[src/rtl/pwm_fade_ctrl.sv]
// Duty-cycle fader for the 8-bit PWM stage: steps duty_cycle toward a loaded target once per prescaled tick.
// Optional continuous "breathe" mode is enabled by defining PWM_FADE_BREATHE_EN.
module pwm_fade_ctrl #(
    parameter int TICK_DIV   = 390_625,
    parameter int PRESCALE_W = $clog2(TICK_DIV)
) (
    input  logic       clk,
    input  logic       rst,
    input  logic       load,
    input  logic [7:0] target,
    input  logic [3:0] step,
`ifdef PWM_FADE_BREATHE_EN
    input  logic       breathe,
`endif
    output logic [7:0] duty_cycle,
    output logic       busy,
    output logic       done
);

    typedef enum logic {IDLE = 1'b0, RAMP = 1'b1} state_t;

    localparam logic [PRESCALE_W-1:0] TICK_LAST = PRESCALE_W'(TICK_DIV - 1);

    state_t                state_q, state_d;
    logic [PRESCALE_W-1:0] presc_q, presc_d;
    logic [7:0]            duty_q, duty_d;
    logic [7:0]            tgt_q, tgt_d;
    logic [7:0]            dest_q, dest_d;
    logic [3:0]            step_q, step_d;
    logic                  busy_q, busy_d;
    logic                  done_q, done_d;

    logic                  breathe_w;
    logic                  tick;
    logic                  arrive;
    logic                  load_same;
    logic [8:0]            diff;

`ifdef PWM_FADE_BREATHE_EN
    assign breathe_w = breathe;
`else
    assign breathe_w = 1'b0;
`endif

    // dest_q is the endpoint of the ramp in flight; it differs from tgt_q only while breathing back to 0.
    assign tick      = (state_q == RAMP) && (presc_q == TICK_LAST);
    assign diff      = (dest_q >= duty_q) ? ({1'b0, dest_q} - {1'b0, duty_q})
                                          : ({1'b0, duty_q} - {1'b0, dest_q});
    assign arrive    = tick && (diff <= {5'd0, step_q});
    assign load_same = (target == duty_q);

    always_ff @(posedge clk or posedge rst) begin
        if (rst) begin
            state_q <= IDLE;
            presc_q <= '0;
            duty_q  <= 8'd0;
            tgt_q   <= 8'd0;
            dest_q  <= 8'd0;
            step_q  <= 4'd1;
            busy_q  <= 1'b0;
            done_q  <= 1'b0;
        end else begin
            state_q <= state_d;
            presc_q <= presc_d;
            duty_q  <= duty_d;
            tgt_q   <= tgt_d;
            dest_q  <= dest_d;
            step_q  <= step_d;
            busy_q  <= busy_d;
            done_q  <= done_d;
        end
    end

    always_comb begin
        state_d = state_q;
        presc_d = presc_q;
        duty_d  = duty_q;
        tgt_d   = tgt_q;
        dest_d  = dest_q;
        step_d  = step_q;
        if (load) begin
            tgt_d   = target;
            dest_d  = target;
            step_d  = (step == 4'd0) ? 4'd1 : step;
            presc_d = '0;
            state_d = load_same ? IDLE : RAMP;
        end else if (state_q == RAMP) begin
            presc_d = tick ? '0 : presc_q + PRESCALE_W'(1);
            if (arrive) begin
                duty_d = dest_q;
                if (breathe_w) begin
                    dest_d = (dest_q == tgt_q) ? 8'd0 : tgt_q;
                end else begin
                    state_d = IDLE;
                end
            end else if (tick) begin
                // diff > step here, so neither direction can wrap past 0 or 255.
                if (dest_q > duty_q) begin
                    duty_d = duty_q + {4'd0, step_q};
                end else begin
                    duty_d = duty_q - {4'd0, step_q};
                end
            end
        end
    end

    always_comb begin
        busy_d = (state_d == RAMP);
        done_d = load ? load_same : (arrive && !breathe_w);
    end

    assign duty_cycle = duty_q;
    assign busy       = busy_q;
    assign done       = done_q;

endmodule

[config.mk]
export PLATFORM = sky130hd
export DESIGN_NAME = pwm_fade_ctrl
export DESIGN_NICKNAME = d
export VERILOG_FILES = /design/src/rtl/pwm_fade_ctrl.sv
export SDC_FILE = /design/constraint.sdc
export NUM_CORES = 1
export LEC_CHECK = 0
export BUFFER_PORTS_ARGS = -buffer_cell sky130_fd_sc_hd__buf_2
export CAP_MARGIN = 20
export CORE_ASPECT_RATIO = 0.5
export CORE_MARGIN = 5
export CORE_UTILIZATION = 56
export DETAILED_ROUTE_END_ITERATION = 7
export GPL_TIMING_DRIVEN = 0
export PLACE_DENSITY = 0.81
export SYNTH_ARGS = -nofsm -noshare
export SYNTH_HDL_FRONTEND = slang
export SYNTH_SLANG_ARGS = --single-unit
[constraint.sdc]
create_clock -name clk -period 4.8 [get_ports clk]
set_input_delay 0.96 -clock clk [delete_from_list [all_inputs] [get_ports clk]]
set_output_delay 0.96 -clock clk [all_outputs]
set_load 0.02 [all_outputs]
==> key figures <==
Setup path
  – Worst Path Max Fanout: 10
  – Slowest cell on the critical path: dfrtp_2
  – Crit. End Element: register
  – CP peak stage delay: 0.44 ns
  – CP cell instances: inv_1, ha_1, buf_2, inv_1, o21a_1, a311oi_2, nor3_1, o21ai_2, mux2_2, ha_1, nor2b_1, o211ai_1, a21oi_1, nor4_4, nand3b_1, a32oi_2, buf_6, mux2i_1, o21ai_1
  – Worst R2R Path Depth: 19
  – CP Data Required Time: just under 5 ns
  – Worst path arrival time: 4.60 ns
  – Crit Path Category: reg2reg
  – Flop2flop setup slack: 0.36 ns
  – CP startpoint kind: register

Cells and area
  – Multi-input combinational cell area: around 2000 um2
  – Sequential cell area: 1030 um2
  – Non-Filler Instances: 474
  – Net count, final: 450
  – Ant diodes: 0
  – Final core occ: approximately two thirds
  – Filler Cell Count: 412
  – Synth-to-Final Area Change: 12.5%
  – Share of cells above drive strength 1: 15.5%

Detailed routing
  – Routed length per placed instance: ~16 um
  – Post-route DRC: 0
  – Initial DRT Pass Iterations: 4
  – Drt initial violations: 177
  – Antenna-violating nets left: 0
  – Via count: around 2,800
  – Drt total wl: 7.78 mm
  – Via density: 5.92

Floorplanning
  – Num rows: 19
  – Core Region: 5540 um2
  – Ports: 25
  – Die width: 118 um
  – Starting Density: between 50% and 60%
  – Chip Height: 63.8 um
  – Die footprint: 7510 um2

Timing
  – RSZ-0062 raised after global routing: false
  – Post-route worst setup slack: 0.356 ns
  – Tcrit/Tclk final: 92.6%
  – Fin. Hold Viols: 0
  – Min cycle time layout: 4.44 ns
  – Max_slew headroom: between 40% and 50%
  – F_max: 225 MHz
  – Final setup TNS: 0 ns
  – Worst slew pin tran: 0.841 ns
  – # setup viols final: 0
  – Final Slew Violations: 0
  – Worst Clk Skew: approximately 0.0043 ns

Yosys
  – Post-synth EDFFs: 0
  – Share of the synthesized area in the top cell type: ~31%
  – Post-synth top flop: dfrtp_1
  – Cell variety after synth: 58
  – Synthesized net count: 414
  – Async SR Flop Fraction: 100%
  – Post-synth top area cell: dfrtp_1
  – Netlist Area Pre-Place: about 3200 um2
  – Mean Syn Cell Area: 8.89 um2
  – Gate Count Post-Synth: 365
  – Yosys reg bits: 41
  – Top post-synthesis cells by area: dfrtp_1 (31%), ha_1 (12%), xnor2_1 (5.4%)
  – Synthesis Warnings: 0
  – Sequential area share after synthesis: 31.7%

Global routing
  – GR Overflow Total: 0
  – Initial antenna violation count: 0
  – Vias in the first global route: 2,855
  – Largest net degree at the start of global routing: 42
  – First-pass GRT wire length: 13.1 mm
  – GRT Resource Usage Total: 21.2%

Min path
  – Hold WC Path Type: reg2reg
  – Worst hold path stage count: 2

Placement
  – Port buffer count: 24
  – Dpl cells: approximately 460
  – Final GP Congestion: 0.920
  – Setup WS pre-CTS: -0.143 ns
  – Post-detail-place hpwl: 5.91 mm

Clocking
  – CTS tree: yes
  – Cts bufs inserted: 5
  – Clock tree sinks: 41
  – Root Buffer Master: clkbuf_16
  – Clock Pin Slew Worst Setup and Hold Paths: 0.06 ns
  – Clock Latency Late Sink: 0.29 ns
  – # H-tree levels: 2
  – CTS Buffer Depth: 2

Power and ir drop
  – Gate power share: 30.9%
  – Peak VDD IR: about 0.00016 V
  – Register share of total power: between 30 and 40%
  – Internal cell power: 0.706 mW
  – Sw frac: between 30 and 40%
  – Clock power frac: ~32%
  – Leakage: approximately 1.7 nW
  – Switching pwr: 0.341 mW
  – Pwr Total: 1.05 mW
  – Pwr/cell area: 287 nW/um2

Run
  – Maxcap violations: 0

Outcome
  – Status: completed
## worst max-delay path: cells and delay by family, from the launching register on
kind | cells | cell delay [ns]
simple gates | 4 | 0.67
mux | 2 | 0.60
fa+ha+maj | 2 | 0.55
flops | 1 | 0.44
compound gates | 7 | 1.47
buf+inv | 4 | 0.59
## power by group through the flow
stage | registers (mW) | clock network [mW] | logic (mW)
after CTS | 0.385 | 0.337 | 0.315
after global routing | 0.388 | 0.355 | 0.362
after global placement | 0.389 | 0 | 0.296
final | 0.385 | 0.338 | 0.324
after detailed placement | 0.391 | 0 | 0.312
after floorplan | 0.389 | 0 | 0.238
## worst paths after layout
| check | start | endpoint |
|---|---|---|
| worst max-delay path | duty_cycle[4] | duty_cycle[2] |
| worst min-delay path | presc_q[14] | presc_q[14] |
| worst max register to register | duty_cycle[4] | duty_cycle[2] |
| worst min register to register | presc_q[14] | presc_q[14] |
| max in group asynchronous | rst | duty_cycle[4] |
| min in group asynchronous | rst | duty_cycle[2] |
## synthesized netlist by cell type (all sizes together) (2+ instances only)
master and number:
dfrtp 40, inv 38, ha 31, nand2 30
nor2 30, o21ai 29, xnor2 20, a21oi 17
xor2 16, mux2i 11, nand3 9, and3 7
buf 7, clkbuf 6, nand4 6, a21o 5
nor2b 5, nor3 5, nand2b 4, fa 3
mux2 3, nand3b 3, nor4 3, and2 2
o211a 2, o211ai 2, o21a 2, o21bai 2
o31ai 2, o41ai 2, or2 2, or3 2
## metrics by stage
stage                     area (um2)  hold slack [ns]
after floorplan                 3240            0.505
after global placement          3450            0.524
after detailed placement        3450            0.539
after CTS                       3600            0.555
after global routing            3650            0.594
final                           3650            0.553
## layout make-up
class | instances | area share (%)
repair buffers | 29 | 4.32
well taps | 73 | 2.50
inverters | 38 | 3.91
flip-flops and latches | 41 | 28.3
multi-input cells | 273 | 55.4
clock buffers | 7 | 3.91
plain buffers | 13 | 1.71
## cells in the final DEF, fill, tap and decap left out, types with 5 or more instances in the layout
cell        n
xor2_1     16
mux2i_1    11
o21ai_1     6
and3_1      5
ha_1       31
nand4_1     6
clkbuf_16   5
nand2_1    30
nor2_1     30
buf_2      29
a21o_1      5
clkbuf_1    7
nor3_1      5
inv_1      37
nor2b_1     5
xnor2_1    20
o21ai_0    22
dfrtp_1    37
buf_4       5
a21oi_1    17
nand3_1     8
## logic make-up (layout without fill, tap and decap cells)
logic type	count (synthesis)	after routing	synth area share (%)
AND/OR/NAND/NOR	114	114	18.6
AO/OA/AOI/OAI	75	75	15.4
buffers and inverters	51	87	6.33
flip-flops	41	41	31.7
XOR/XNOR	36	36	9.72
adder cells (fa/ha/maj)	34	34	13.8
multiplexers	14	14	4.44
## routing by layer
| metal | GRT usage, % | vias to the layer above | share of wire [%] |
|---|---|---|---|
| met1 | 24.8 | 1372 | 41 |
| met3 | 4.05 | 22 | 5.9 |
| met5 | 0 | - | 0 |
| li1 | - | 1322 | - |
| met4 | 9.44 | 0 | 2.5 |
| met2 | 38.5 | 89 | 51 |
## sequential cells by signal, indices dropped and copies added (netlist names)
register,count
done,1
presc_q,19
step_q,4
busy,1
duty_cycle,8
dest_q,8
## what timing repair did
action                     4_1_cts  5_1_grt
hold buffers                     0        0
pin swaps                        0        1
resized for setup                2        4
setup buffers                    0        5
setup endpoints to repair       10       10
(Power assumes the default switching activity.)
